==> src/rtl/hk_health_pkg.sv <==
// Shared health/soul definitions for the knight controller, the HUD renderer
// and mask_health_ctrl.
package hk_health_pkg;

    typedef enum logic [1:0] {
        ALIVE = 2'd0,
        FOCUS = 2'd1,
        DEAD  = 2'd2
    } health_state_t;

    localparam int unsigned HK_MAX_MASKS     = 5;
    localparam int unsigned HK_INVULN_FRAMES = 60;
    localparam int unsigned HK_HEAL_FRAMES   = 45;
    localparam int unsigned HK_SOUL_MAX      = 99;
    localparam int unsigned HK_SOUL_COST     = 33;
    localparam int unsigned HK_SOUL_PER_HIT  = 11;
    localparam int unsigned HK_DEATH_FRAMES  = 120;

endpackage

==> src/rtl/frame_timer.sv <==
// Loadable frame down-counter that stops at zero; load wins over decrement.
module frame_timer #(
    parameter int unsigned W = 8
) (
    input  logic         frame_clk,
    input  logic         Reset,
    input  logic         load,
    input  logic [W-1:0] load_val,
    input  logic         dec,
    output logic [W-1:0] count,
    output logic         zero
);

    always_ff @(posedge frame_clk) begin
        if (Reset) begin
            count <= '0;
        end else if (load) begin
            count <= load_val;
        end else if (dec && (count != '0)) begin
            count <= count - 1'b1;
        end
    end

    assign zero = (count == '0);

endmodule

==> src/rtl/mask_health_ctrl.sv <==
// Knight mask/soul controller: damage, invulnerability, focus heal and the
// death/respawn cycle, plus the HUD mask visibility vector.
module mask_health_ctrl
    import hk_health_pkg::*;
#(
    parameter int unsigned MAX_MASKS     = HK_MAX_MASKS,
    parameter int unsigned INVULN_FRAMES = HK_INVULN_FRAMES,
    parameter int unsigned HEAL_FRAMES   = HK_HEAL_FRAMES,
    parameter int unsigned SOUL_MAX      = HK_SOUL_MAX,
    parameter int unsigned SOUL_COST     = HK_SOUL_COST,
    parameter int unsigned SOUL_PER_HIT  = HK_SOUL_PER_HIT,
    parameter int unsigned DEATH_FRAMES  = HK_DEATH_FRAMES
) (
    input  logic                 frame_clk,
    input  logic                 Reset,
    input  logic                 hit_taken,
    input  logic                 hit_dealt,
    input  logic                 focus_hold,
    output logic [2:0]           mask_count,
    output logic [MAX_MASKS-1:0] mask_on,
    output logic [6:0]           soul,
    output logic                 invuln,
    output logic                 blink,
    output logic                 healing,
    output logic                 dead,
    output logic                 respawn
);

    localparam int unsigned INV_RAW = $clog2(INVULN_FRAMES + 1);
    localparam int unsigned INV_W   = (INV_RAW < 3) ? 3 : INV_RAW;
    localparam int unsigned DTH_W   = $clog2(DEATH_FRAMES + 1);
    localparam int unsigned FOC_W   = $clog2(HEAL_FRAMES + 1);
    // The hit frame is the first protected frame, so a follow-up hit lands
    // exactly INVULN_FRAMES frames after the one that loaded the timer.
    localparam logic [INV_W-1:0] INV_LOAD = INV_W'(INVULN_FRAMES - 1);

    health_state_t    state, state_n;
    logic [2:0]       mask_n;
    logic [6:0]       soul_n;
    logic [FOC_W-1:0] focus_cnt, focus_n;
    logic             respawn_n, heal_done, hit_ok;
    logic             inv_load, inv_dec, inv_zero, death_load, death_zero;
    logic [INV_W-1:0] inv_val, inv_cnt;
    logic [DTH_W-1:0] death_cnt;

    function automatic logic [6:0] soul_next(input logic [6:0] s, input logic gain,
                                             input logic spend);
        logic [7:0] acc;
        acc = {1'b0, s} + (gain ? 8'(SOUL_PER_HIT) : 8'd0);
        if (spend) acc = (acc >= 8'(SOUL_COST)) ? (acc - 8'(SOUL_COST)) : 8'd0;
        if (acc > 8'(SOUL_MAX)) acc = 8'(SOUL_MAX);
        return acc[6:0];
    endfunction

    frame_timer #(.W(INV_W)) u_invuln_timer (
        .frame_clk (frame_clk),
        .Reset     (Reset),
        .load      (inv_load),
        .load_val  (inv_val),
        .dec       (inv_dec),
        .count     (inv_cnt),
        .zero      (inv_zero)
    );

    frame_timer #(.W(DTH_W)) u_death_timer (
        .frame_clk (frame_clk),
        .Reset     (Reset),
        .load      (death_load),
        .load_val  (DTH_W'(DEATH_FRAMES)),
        .dec       (state == DEAD),
        .count     (death_cnt),
        .zero      (death_zero)
    );

    assign invuln = !inv_zero;
    assign blink  = invuln & inv_cnt[2];
    assign hit_ok = hit_taken && !invuln;

    always_comb begin
        state_n    = state;
        mask_n     = mask_count;
        focus_n    = focus_cnt;
        respawn_n  = 1'b0;
        heal_done  = 1'b0;
        inv_load   = 1'b0;
        inv_val    = INV_LOAD;
        inv_dec    = (state != DEAD);
        death_load = 1'b0;
        case (state)
            ALIVE, FOCUS: begin
                if (hit_ok) begin
                    mask_n   = (mask_count != 3'd0) ? (mask_count - 3'd1) : 3'd0;
                    inv_load = 1'b1;
                    state_n  = ALIVE;
                    if (mask_count <= 3'd1) begin
                        state_n    = DEAD;
                        death_load = 1'b1;
                        inv_val    = '0;
                    end
                end else if (state == ALIVE) begin
                    if (focus_hold && ({1'b0, soul} >= 8'(SOUL_COST)) &&
                        (mask_count < 3'(MAX_MASKS)) && !invuln) begin
                        state_n = FOCUS;
                        focus_n = '0;
                    end
                end else if (!focus_hold) begin
                    state_n = ALIVE;
                end else if (focus_cnt == FOC_W'(HEAL_FRAMES - 1)) begin
                    state_n   = ALIVE;
                    heal_done = 1'b1;
                    mask_n    = (mask_count < 3'(MAX_MASKS)) ? (mask_count + 3'd1) : mask_count;
                end else begin
                    focus_n = focus_cnt + 1'b1;
                end
            end
            DEAD: begin
                // Zero here is unreachable in normal play; treat it as expired too.
                if ((death_cnt == DTH_W'(1)) || death_zero) begin
                    state_n   = ALIVE;
                    mask_n    = 3'(MAX_MASKS);
                    respawn_n = 1'b1;
                    inv_load  = 1'b1;
                end
            end
            default: state_n = ALIVE;
        endcase
        soul_n = respawn_n ? 7'd0 : soul_next(soul, hit_dealt && (state != DEAD), heal_done);
    end

    always_ff @(posedge frame_clk) begin
        if (Reset) begin
            state      <= ALIVE;
            mask_count <= 3'(MAX_MASKS);
            soul       <= 7'd0;
            focus_cnt  <= '0;
            respawn    <= 1'b0;
        end else begin
            state      <= state_n;
            mask_count <= mask_n;
            soul       <= soul_n;
            focus_cnt  <= focus_n;
            respawn    <= respawn_n;
        end
    end

    always_comb begin
        for (int i = 0; i < MAX_MASKS; i++) begin
            mask_on[i] = (3'(i) < mask_count);
        end
    end

    assign healing = (state == FOCUS);
    assign dead    = (state == DEAD);

endmodule

==> config.mk <==
export PLATFORM = sky130hd
export DESIGN_NAME = mask_health_ctrl
export DESIGN_NICKNAME = d
export VERILOG_FILES = /design/src/rtl/hk_health_pkg.sv /design/src/rtl/frame_timer.sv /design/src/rtl/mask_health_ctrl.sv
export SDC_FILE = /design/constraint.sdc
export NUM_CORES = 1
export LEC_CHECK = 0
export BUFFER_PORTS_ARGS = -buffer_cell sky130_fd_sc_hd__buf_2
export CORE_MARGIN = 2
export CORE_UTILIZATION = 40
export CTS_BUF_LIST = sky130_fd_sc_hd__clkbuf_16
export DETAILED_ROUTE_END_ITERATION = 6
export PLACE_DENSITY_LB_ADDON = 0.08
export REMOVE_ABC_BUFFERS = 1
export SKIP_CTS_REPAIR_TIMING = 1
export SYNTH_ARGS = -nofsm -noshare
export SYNTH_HDL_FRONTEND = slang
export SYNTH_SLANG_ARGS = --single-unit
==> constraint.sdc <==
create_clock -name frame_clk -period 3.35 [get_ports frame_clk]
set_clock_uncertainty 0.15 [all_clocks]
set_input_delay 0.67 -clock frame_clk [delete_from_list [all_inputs] [get_ports frame_clk]]
set_output_delay 0.67 -clock frame_clk [all_outputs]
set_load 0.05 [all_outputs]
* After elaboration in Yosys (flattened, before gate mapping)
Index checks and enable logic that the tools add are counted.
Word-level totals: flip-flop bits (word level) 32, bits of input ports 5
Cells by class: add/sub/neg operators 7, magnitude comparators 10, eq/ne operators 14, muxes and demuxes 43, bitwise gates (word level) 2, reductions and logical operators 26
Operators with widths (count):
- 2-to-1 mux 6 bit | 9
- 2-to-1 mux 3 bit | 7
- 2-to-1 mux 7 bit | 3
- 2-to-1 mux 8 bit | 2
- 2-to-1 mux 2 bit | 7
- inequality test 3 bit, second input constant | 4
- 2-to-1 mux 1 bit | 11
- adder 7 x 4 -> 8 bit | 1
- greater-or-equal comparator 8 x 6 -> 1 bit, second input constant | 1
- > comparator 8 x 7 -> 1 bit, second input constant | 1
- nonzero test 2 bit | 4
- subtractor 8 x 6 -> 8 bit, second input constant | 1
- equality test 7 x 1 -> 1 bit, second input constant | 1
- greater-or-equal comparator 7 x 6 -> 1 bit, second input constant | 1
- logical AND 1 bit | 7
- zero test 7 bit | 1
- nonzero test 7 bit | 1
- subtractor 7 x 1 -> 7 bit, second input constant | 1
- adder 6 x 1 -> 6 bit, second input constant | 1
- equality test 6 bit, second input constant | 1
- zero test 6 bit | 1
- < comparator 1 x 3 -> 1 bit, first input constant | 2
- < comparator 2 x 3 -> 1 bit, first input constant | 2
- inequality test 2 bit, second input constant | 3
- other kinds (27) | 29

* Longest topological paths before layout
Gate-level depths: netlist of the first run.
word-level depth 9, mapped depth 15, mapped depth without buffers 13

* Modules after synthesis
A second synthesis of the first run with hierarchy kept.
Second synthesis, totals: cells, all modules 305, area, all modules 2424.8 sq um
By module, submodules not included:
- mask_health_ctrl | instances 1, cells an instance 215, area each 1634.1 sq um, seq. area each 380.4 sq um
- frame_timer at u_death_timer | instances 1, cells an instance 48, area each 419.2 sq um, seq. area each 140.1 sq um
- frame_timer at u_invuln_timer | instances 1, cells an instance 42, area each 371.6 sq um, seq. area each 120.1 sq um

* Least setup slack after synthesis of the first run
Ideal clock, no wire load.
kind register to register, start point register mask_count[1], end point register u_invuln_timer.count[1], setup time 65 ps, data arrival time 2926 ps, required time 3135 ps, path slack 209 ps, stages on the path, launching flop included 10, period minus slack after synthesis 3141 ps, path through dfxtp_1 -> inv_1 -> ha_1 -> o21ai_0 -> or3_1 -> clkbuf_1 -> nand2_1 -> o21ai_0 -> a21oi_1 -> nor2_1
On the way: cells in the longest elaborated chain, start to end 5
RTL lines:
- start: declaration | line mask_health_ctrl.sv:19 | output logic [2:0] mask_count,
- start signal: assignment | line mask_health_ctrl.sv:133 | mask_count <= 3'(MAX_MASKS);
- start signal: assignment | line mask_health_ctrl.sv:139 | mask_count <= mask_n;
- <= comparator 3 x 1 -> 1 bit | line mask_health_ctrl.sv:95 | if (mask_count <= 3'd1) begin
- 2-to-1 mux 6 bit | line mask_health_ctrl.sv:95
- 2-to-1 mux 6 bit | line mask_health_ctrl.sv:91 | if (hit_ok) begin
- 2-to-1 mux 6 bit | line mask_health_ctrl.sv:89 | case (state)
- 2-to-1 mux 6 bit | line frame_timer.sv:17 | end else if (load) begin
- end signal: assignment | line frame_timer.sv:18 | count <= load_val;
- end signal: assignment | line frame_timer.sv:20 | count <= count - 1'b1;
- end: declaration | line frame_timer.sv:10 | output logic [W-1:0] count,
No other way between the ends. A chain may end at the register's enable or synchronous reset.

* Worst setup path after layout of the first run
start point register state[0], end point register soul[2]
On the way: cells in the longest elaborated chain, start to end 9, elaborated cells on any way between the ends 18, those cells by class add/sub (2); order compare (2); eq/ne (3); mux (7); reduce/logical (4)
RTL lines:
- start: declaration | line mask_health_ctrl.sv:37 | health_state_t state, state_n;
- start signal: assignment | line mask_health_ctrl.sv:138 | state <= state_n;
- inequality test 2 bit | line mask_health_ctrl.sv:127 | soul_n = respawn_n ? 7'd0 : soul_next(soul, hit_dealt && (state != DEAD), heal_done);
- logical AND 1 bit | line mask_health_ctrl.sv:127
- 2-to-1 mux 4 bit | line mask_health_ctrl.sv:49 | acc = {1'b0, s} + (gain ? 8'(SOUL_PER_HIT) : 8'd0);
- adder 7 x 4 -> 8 bit | line mask_health_ctrl.sv:49
- subtractor 8 x 6 -> 8 bit / greater-or-equal comparator 8 x 6 -> 1 bit (equally long branches) | line mask_health_ctrl.sv:50 | if (spend) acc = (acc >= 8'(SOUL_COST)) ? (acc - 8'(SOUL_COST)) : 8'd0;
- 2-to-1 mux 8 bit (2 in a row) | line mask_health_ctrl.sv:50
- > comparator 8 x 7 -> 1 bit | line mask_health_ctrl.sv:51 | if (acc > 8'(SOUL_MAX)) acc = 8'(SOUL_MAX);
- OR reduction 3 bit (no line)
- end signal: assignment | line mask_health_ctrl.sv:140 | soul <= soul_n;
- end: declaration | line mask_health_ctrl.sv:21 | output logic [6:0] soul,
Several ways; a longest one is shown, not always the timed one.

==> flow_summary_export.csv, run 1 <==
group,metric,value,unit
logic_synthesis,synth-seq-area-share,0.288,
critical_path,max_stage_delay,0.35,ns
floorplanning,fp-row-count,27,
logic_synthesis,yosys.area_share.adder,0.0781,
critical_path,endpoint_kind,"flip-flop",
floorplanning,core,5440,um^2
placement,place_congestion,0.837,
logic_synthesis,synthesis.area,2230,um^2
timing,setup_viol,0,
layout,area_growth,16.5,%
critical_path,slowest_stage,"maj3_2",
logic_synthesis,synth_cell_types,54,
logic_synthesis,synthArstFlopShare,0,
job,drv_cap,0,
global_route,antenna_found_initial,0,
critical_path,startpoint_type,"flip-flop",
floorplanning,io_pins,25,
clock_tree,clockBufferDepth,2,
global_route,grt_pass1_vias,1940,
route,wl_per_cell,13.9,um
global_route,grt_use_total,0.187,
timing,timing.final.crit_share,0.909,
pwr,p_leak,1.03,nW
layout,layout_commonest_cell,"dfxtp_1",
timing,worst_pin_slew,0.704,ns
clock_tree,cts_buffers,5,
route,vias_per_cell,5.39,
global_route,grt_first_pass_wirelength,9.11,mm
route,drc,0,
placement,dpl.cell_count,380,
timing,rsz0062_at_grt,"false",
floorplanning,start_util,0.409,
status,status,"finished, final reports clean",
placement,io_buffers,24,
timing,holdWs,0.333,ns
logic_synthesis,synthXorXnorAreaFrac,0.0826,
layout,fin_area,2590,um^2
route,dr_total_vias,2091,
floorplanning,die_y,78.6,um
logic_synthesis,ys.flop_type,"dfxtp_1",
layout,final_cell_mix,"dfxtp_1 (32), nor2_1 (30), buf_2 (24)",
logic_synthesis,synth-compound-area-share,0.217,
logic_synthesis,synth_edf_count,0,
clock_tree,cts_tree,"done",
layout,layout-drive-gt1-share,0.168,
logic_synthesis,syn_avg_cell_area,7.73,um^2
logic_synthesis,synth_simple_gate_area_frac,0.258,
logic_synthesis,synth_top_family_by_area,"simple AND/OR/NAND/NOR gates",
logic_synthesis,synthCells,288,
critical_path,path_class,"flip-flop to flip-flop",
clock_tree,ctsHtreeMaxLevel,2,
layout,antenna_cells,0,
logic_synthesis,synthMuxAreaShare,0.0140,
pwr,ir_drop,0.431,mV
critical_path,cp.required,3.40,ns
floorplanning,die_area,6180,um^2
layout,fin_cells,388,
timing,maxSlewViolCount,0,
critical_path,crit_arrival,3.10,ns
clock_tree,clkLatencyLatePin,0.28,ns
route,firstDrtPassIters,4,
critical_path,crit_chain,"nand2b_1 > nand2_1 > xnor2_1 > ha_1 > nand3_1 > o21ai_0 > o21a_1 > o22ai_1 > nor2_1 > maj3_2 > a211oi_4 > nor3b_2",
pwr,p_per_area,549,nW/um^2
global_route,grt_start_max_net_pins,24,
clock_tree,cts_root_buffer,"clkbuf_16",
global_route,grt_overflow_total,0,
route,drt_iter0_drc,106,
clock_tree,clock_sinks,32,
timing,hold_violations,0,
timing,timing.fmax,329,MHz
placement,post_dp_cell_area,2420,um^2
floorplanning,die_x,78.6,um
critical_path,crit_fanout,6,
clock_tree,path_clk_slew,0.05,ns
logic_synthesis,synth-seq-cells,32,
layout,fin_nets,333,
route,ant_nets,0,
placement,dpl.hpwl,4.10,mm
pwr,p_total,1.43,mW
timing,relSlewSlack,0.526,
route,routed_wl,5.38,mm
logic_synthesis,ys_warn_count,0,
worst_hold_path,worst_hold_path_type,"flip-flop to flip-flop",
timing,min_period,3.04,ns
timing,setup_tns,0,ns
==> through the flow <==
step                setup slack [ns]   util
finish                         0.306  0.477
global route                  0.0140  0.477
CTS                            0.252  0.472
detailed placement            0.0190  0.446
global placement              0.0792  0.446
floorplan                      0.290      -
==> cell type report <==
type | instances | area, um^2
Clock buffer | 5 | 125
Clock inverter | 3 | 15.0
Fill cell | 554 | 2850
Inverter | 21 | 81.3
Multi-Input combinational cell | 225 | 1480
Sequential cell | 32 | 641
Tap cell | 72 | 90.1
Timing Repair Buffer | 30 | 165
==> critical path: cells and delay by family (launching register included) <==
kind	cells	cell delay (ns)
AOI/OAI and AO/OA	4	0.96
xor gates and xnor gates	1	0.17
adders and majority gates	2	0.63
DFF	1	0.32
and+or+nand+nor	5	0.74
==> cell usage after synthesis, drive strengths merged, types with 2 or more instances <==
| cell | instances | area (um^2) |
|---|---|---|
| nand2 | 22 | 82.6 |
| mux2i | 2 | 20.0 |
| xnor2 | 9 | 78.8 |
| and2 | 3 | 18.8 |
| nand2b | 3 | 18.8 |
| dfxtp | 32 | 641 |
| a21oi | 21 | 105 |
| and3 | 4 | 25.0 |
| o21a | 2 | 15.0 |
| or3 | 3 | 18.8 |
| clkbuf | 6 | 22.5 |
| xor2 | 12 | 105 |
| nand3b | 3 | 22.5 |
| nor2 | 30 | 113 |
| ha | 13 | 163 |
| nand4 | 4 | 25.0 |
| nor4 | 2 | 18.8 |
| o221ai | 2 | 17.5 |
| a21o | 2 | 15.0 |
| buf | 4 | 35.0 |
| nor3 | 21 | 105 |
| a31oi | 7 | 43.8 |
| or2 | 3 | 18.8 |
| nand3 | 8 | 40.0 |
| o2111a | 2 | 22.5 |
| nor3b | 3 | 37.5 |
| o21ai | 15 | 75.1 |
| nor2b | 2 | 12.5 |
| o22ai | 5 | 31.3 |
| a211oi | 3 | 27.5 |
| a2111oi | 2 | 23.8 |
| inv | 21 | 81.3 |
| o211ai | 4 | 30.0 |
==> worst paths after layout <==
| kind | from | slack [ns] | endpoint | cells past startpoint |
|---|---|---|---|---|
| worst min register to register | focus_cnt[0] | 0.33 | focus_cnt[0] | 2 |
| worst max register to register | state[0] | 0.31 | soul[2] | 12 |
| worst min-delay path | focus_cnt[0] | 0.33 | focus_cnt[0] | 2 |
| worst max-delay path | state[0] | 0.31 | soul[2] | 12 |
==> registers in the layout, indices dropped and copies added, names as in the netlist <==
signal,flops
focus_cnt,6
mask_count,3
respawn,1
soul,7
state,2
u_death_timer.count,7
u_invuln_timer.count,6
==> power by group <==
group | internal, mW | total (mW) | leakage, nW | switching, mW
clock network | 0.269 | 0.431 | 0.0687 | 0.162
registers | 0.422 | 0.470 | 0.260 | 0.0481
logic | 0.184 | 0.524 | 0.702 | 0.340
total | 0.875 | 1.43 | 1.03 | 0.550
==> per-layer routing <==
metal	track usage	wire (um)
met1	0.230	2490
met2	0.316	2600
met3	0.0379	173
met4	0.0772	123
met5	0	0
==> kinds of logic after synthesis <==
| logic type | count (synthesis) |
|---|---|
| AND/OR/NAND/NOR | 113 |
| AO/OA/AOI/OAI | 74 |
| flip-flops | 32 |
| buffers and inverters | 31 |
| XOR/XNOR | 21 |
| adder cells (fa/ha/maj) | 14 |
| multiplexers | 3 |
Power figures use the tool's default switching activity.
==> run 2: changes to the inputs <==
- CORE_ASPECT_RATIO: unset -> 0.6
==> flow_summary_export.csv, run 2 (synthesis gave the netlist of run 1 again) <==
group,metric,value,unit
pwr,swShare,0.398,
critical_path,rr_startpoint,"state[1]",
layout,reg.largest.list,"soul x7, u_death_timer.count x7",
route,wl_per_cell,15.2,um
floorplanning,fp-row-count,20,
route,routed_wl,5.85,mm
timing,worst_pin_slew,0.628,ns
layout,antenna_cells,0,
clock_tree,cts_buffers,5,
global_route,grt_use_total,0.208,
timing,hold_violations,0,
pwr,p_leak,1.05,nW
timing,maxSlewViolCount,0,
layout,layout-drive-gt1-share,0.181,
critical_path,crit_start,"hit_dealt",
clock_tree,clock_sinks,32,
floorplanning,die_x,100,um
critical_path,crit_fanout,7,
layout,area_growth,17.0,%
clock_tree,path_clk_slew,0.05,ns
global_route,grt_pass1_vias,1892,
critical_path,cp.required,3.35,ns
pwr,cellInternalPower,884,uW
critical_path,startpoint_type,"primary input",
critical_path,path_buf_inv,2,
placement,io_buffers,24,
timing,timing.final.crit_share,0.898,
layout,final_cell_mix,"dfxtp_1 (31), nor2_1 (30), buf_2 (24)",
critical_path,slowest_stage,"nor3_1",
floorplanning,die_y,61.8,um
route,drt_iter0_drc,179,
worst_hold_path,min_from,"u_death_timer.count[6]",
pwr,p_comb_frac,0.375,
critical_path,crit_family,"compound AO/OA/AOI/OAI gates",
layout,fin_area,2610,um^2
timing,setup_tns,0,ns
pwr,clockPowerShare,0.303,
timing,relSlewSlack,0.577,
timing,rsz0062_at_grt,"false",
layout,fillers,505,
clock_tree,cts_tree,"done",
pwr,ir_drop,0.249,mV
global_route,grt_start_max_net_pins,24,
route,vias_per_cell,5.60,
pwr,seq_power_share,0.322,
layout,layout_commonest_cell,"dfxtp_1",
critical_path,max_stage_delay,0.37,ns
timing,min_period,3.01,ns
timing,timing.fmax,332,MHz
global_route,grt_overflow_total,0,
layout,regArea,642,um^2
pwr,power.switching,584,uW
route,dr_total_vias,2160,
clock_tree,clockBufferDepth,2,
route,drc,0,
clock_tree,clkLatencyLatePin,0.27,ns
layout,fin_nets,337,
placement,place_congestion,0.950,
route,firstDrtPassIters,5,
critical_path,endpoint_kind,"flip-flop",
layout,multiInputGateArea,1460,um^2
pwr,p_per_area,564,nW/um^2
floorplanning,start_util,0.428,
global_route,antenna_found_initial,0,
floorplanning,io_pins,25,
critical_path,path_class,"primary input to flip-flop",
worst_hold_path,worst_hold_path_type,"flip-flop to flip-flop",
placement,dpl.hpwl,4.58,mm
route,ant_nets,0,
status,status,"finished, final reports clean",
floorplanning,die_area,6200,um^2
job,drv_cap,0,
critical_path,crit_chain,"buf_2 > nand2_1 > xnor2_1 > ha_1 > o21ai_0 > nor3_2 > nor3_1 > buf_4 > o221ai_1 > a21oi_1 > a21o_1 > o22ai_1",
timing,setup_viol,0,
placement,post_dp_cell_area,2450,um^2
clock_tree,cts_root_buffer,"clkbuf_16",
global_route,grt_first_pass_wirelength,9.86,mm
pwr,p_total,1.47,mW
critical_path,crit_arrival,3.00,ns
clock_tree,ctsHtreeMaxLevel,2,
floorplanning,core,5200,um^2
-- run 2: cell type report --
class | instances | area share
clock inverter | 3 | 0.00720
sequential | 32 | 0.246
multi-input combinational | 225 | 0.561
timing repair buffer | 34 | 0.0749
clock buffer | 5 | 0.0480
tap | 66 | 0.0317
inverter | 21 | 0.0312
-- run 2: routing by layer --
layer  routed length (um)  up-vias  global-route usage  part of all wire
met5                    0        -                   0                 0
met4                   26        0              0.0548            0.0044
met3                  482        2              0.0391             0.082
met2                 2050       75               0.262              0.35
met1                 3300      992               0.342              0.56
li1                     -     1091                   -                 -
-- run 2: power groups by stage --
stage                     combinational [mW]  sequential, mW  clock, mW
after floorplan                        0.357           0.514          0
after global placement                 0.537           0.479          0
after detailed placement               0.539           0.479          0
after CTS                              0.542           0.471      0.458
after global routing                   0.619           0.481      0.477
final                                  0.550           0.473      0.444
-- run 2: worst min-delay path: stages, from the launching register on --
cell,delay [ns]
dfxtp_1,0.31
o21ai_0,0.07
a21oi_1,0.06
-- run 2: worst paths after layout --
path	end	slack [ns]	cells after the start
setup / recovery	soul[0]	0.34	12
hold / removal	u_death_timer.count[6]	0.35	2
setup reg to reg	soul[3]	0.34	13
hold reg to reg	u_death_timer.count[6]	0.35	2
-- run 2: stage by stage --
step	setup WS [ns]	util	cells	hold WS [ns]
floorplan	0.290	-	278	0.301
global placement	0.104	0.470	378	0.333
detailed placement	0.0637	0.470	378	0.338
CTS	0.196	0.498	386	0.352
global route	0.0399	0.500	386	0.375
finish	0.342	0.500	386	0.347
==> run 3: changes to the inputs <==
- CORE_UTILIZATION: 40 -> 42
==> flow_summary_export.csv, run 3 (synthesis gave the netlist of run 1 again) <==
group,metric,value,unit
status,status,"finished, final reports clean",
placement,dpl.hpwl,4.46,mm
global_route,antenna_found_initial,0,
worst_hold_path,worst_hold_path_type,"flip-flop to flip-flop",
critical_path,path_class,"flip-flop to flip-flop",
timing,rsz0062_at_grt,"false",
floorplanning,start_util,0.438,
layout,fin_area,2620,um^2
placement,io_buffers,24,
route,firstDrtPassIters,4,
timing,min_period,3.09,ns
clock_tree,clockBufferDepth,2,
floorplanning,die_x,98.0,um
pwr,p_leak,1.06,nW
route,vias_per_cell,5.50,
route,ant_nets,0,
critical_path,cp.required,3.36,ns
pwr,p_per_area,587,nW/um^2
placement,post_dp_cell_area,2450,um^2
floorplanning,fp-row-count,20,
critical_path,reg2regPathDepth,13,
layout,layout_commonest_cell,"dfxtp_1",
critical_path,crit_fanout,10,
global_route,grt_pass1_vias,1858,
worst_hold_path,min_from,"focus_cnt[0]",
layout,reg.largest.list,"soul x7, u_death_timer.count x7",
floorplanning,die_y,60.4,um
clock_tree,clock_sinks,32,
timing,relSlewSlack,0.570,
clock_tree,path_clk_slew,0.06,ns
global_route,grt_use_total,0.209,
layout,antenna_cells,0,
layout,area_growth,17.6,%
floorplanning,io_pins,25,
layout,final_core_util,0.516,
timing,setup_viol,0,
global_route,grt_start_max_net_pins,24,
route,routed_wl,5.86,mm
clock_tree,cts_tree,"done",
floorplanning,core,5080,um^2
layout,fin_nets,337,
clock_tree,cts_buffers,5,
clock_tree,clkLatencyLatePin,0.27,ns
clock_tree,ctsHtreeMaxLevel,2,
layout,final_cell_mix,"dfxtp_1 (31), nor2_1 (30), buf_2 (24)",
layout,fin_cells,386,
job,drv_cap,0,
timing,setup_tns,0,ns
worst_hold_path,holdPathEnd,"focus_cnt[0]",
critical_path,rr_startpoint,"state[1]",
timing,timing.fmax,324,MHz
layout,layout-drive-gt1-share,0.175,
route,drt_iter0_drc,221,
pwr,ir_drop,0.232,mV
route,drc,0,
critical_path,endpoint_kind,"flip-flop",
placement,place_congestion,0.895,
layout,fillers,494,
worst_hold_path,holdPathStages,2,
clock_tree,cts_root_buffer,"clkbuf_16",
timing,maxSlewViolCount,0,
route,dr_total_vias,2122,
critical_path,crit_arrival,3.10,ns
layout,regArea,642,um^2
critical_path,worstReg2RegEnd,"soul[4]",
timing,timing.final.crit_share,0.923,
timing,holdWs,0.340,ns
critical_path,startpoint_type,"flip-flop",
floorplanning,die_area,5920,um^2
global_route,grt_overflow_total,0,
global_route,grt_first_pass_wirelength,9.64,mm
route,wl_per_cell,15.2,um
critical_path,regToRegSetupSlack,0.26,ns
timing,hold_violations,0,
placement,dpl.cell_count,378,
layout,multiInputGateArea,1460,um^2
timing,worst_pin_slew,0.639,ns
-- run 3: cell count changes in the layout (fill, tap and decap cells not counted), sizes merged --
cell	before	now
bufinv	0	1
clkinv	3	1
inv	21	22
-- run 3: layer usage --
metal / up-vias / wire [um] / track usage
li1: 1099 / - / -
met5: - / 0 / 0
met2: 61 / 2060 / 0.269
met1: 960 / 3360 / 0.342
met3: 2 / 418 / 0.0415
met4: 0 / 25 / 0.0536
-- run 3: worst max path at each step --
stage                    from       to  slack [ns]  depth (start not counted)
floorplan            state[0]  soul[2]        0.29                         12
global placement    hit_dealt  soul[2]        0.10                         13
detailed placement  hit_dealt  soul[4]        0.04                         13
CTS                  state[1]  soul[4]        0.11                         13
global route         state[1]  soul[4]        0.01                         13
finish               state[1]  soul[4]        0.26                         13
-- run 3: worst max-delay path: stages (launching register included) --
cell      delay, ns
dfxtp_2        0.42
nand2b_1       0.12
nand2_1        0.17
xnor2_1        0.15
ha_1           0.30
and3b_1        0.19
o211ai_1       0.08
a21oi_1        0.33
o221ai_1       0.16
a211o_1        0.30
a32oi_1        0.22
a211oi_2       0.07
buf_4          0.17
nor3b_2        0.15
-- run 3: area by class of cell --
cell class	instances	share of cell area
multi-input cells	225	0.555
flip-flops and latches	32	0.245
repair buffers	34	0.0745
clock buffers	5	0.0478
well taps	66	0.0315
inverters	21	0.0310
clock inverters	3	0.0148
-- run 3: power breakdown --
part	total, mW	internal [mW]	leakage (nW)	switching, mW
registers	0.473	0.421	0.261	0.0518
clock network	0.516	0.347	0.0850	0.169
logic	0.549	0.190	0.712	0.359
total	1.54	0.958	1.06	0.580
-- run 3: per-stage QoR --
step,setup WS [ns],total power [mW]
after floorplan,0.290,0.871
after global placement,0.100,1.02
after detailed placement,0.0381,1.01
after CTS,0.112,1.53
after global routing,0.0124,1.63
final,0.259,1.54
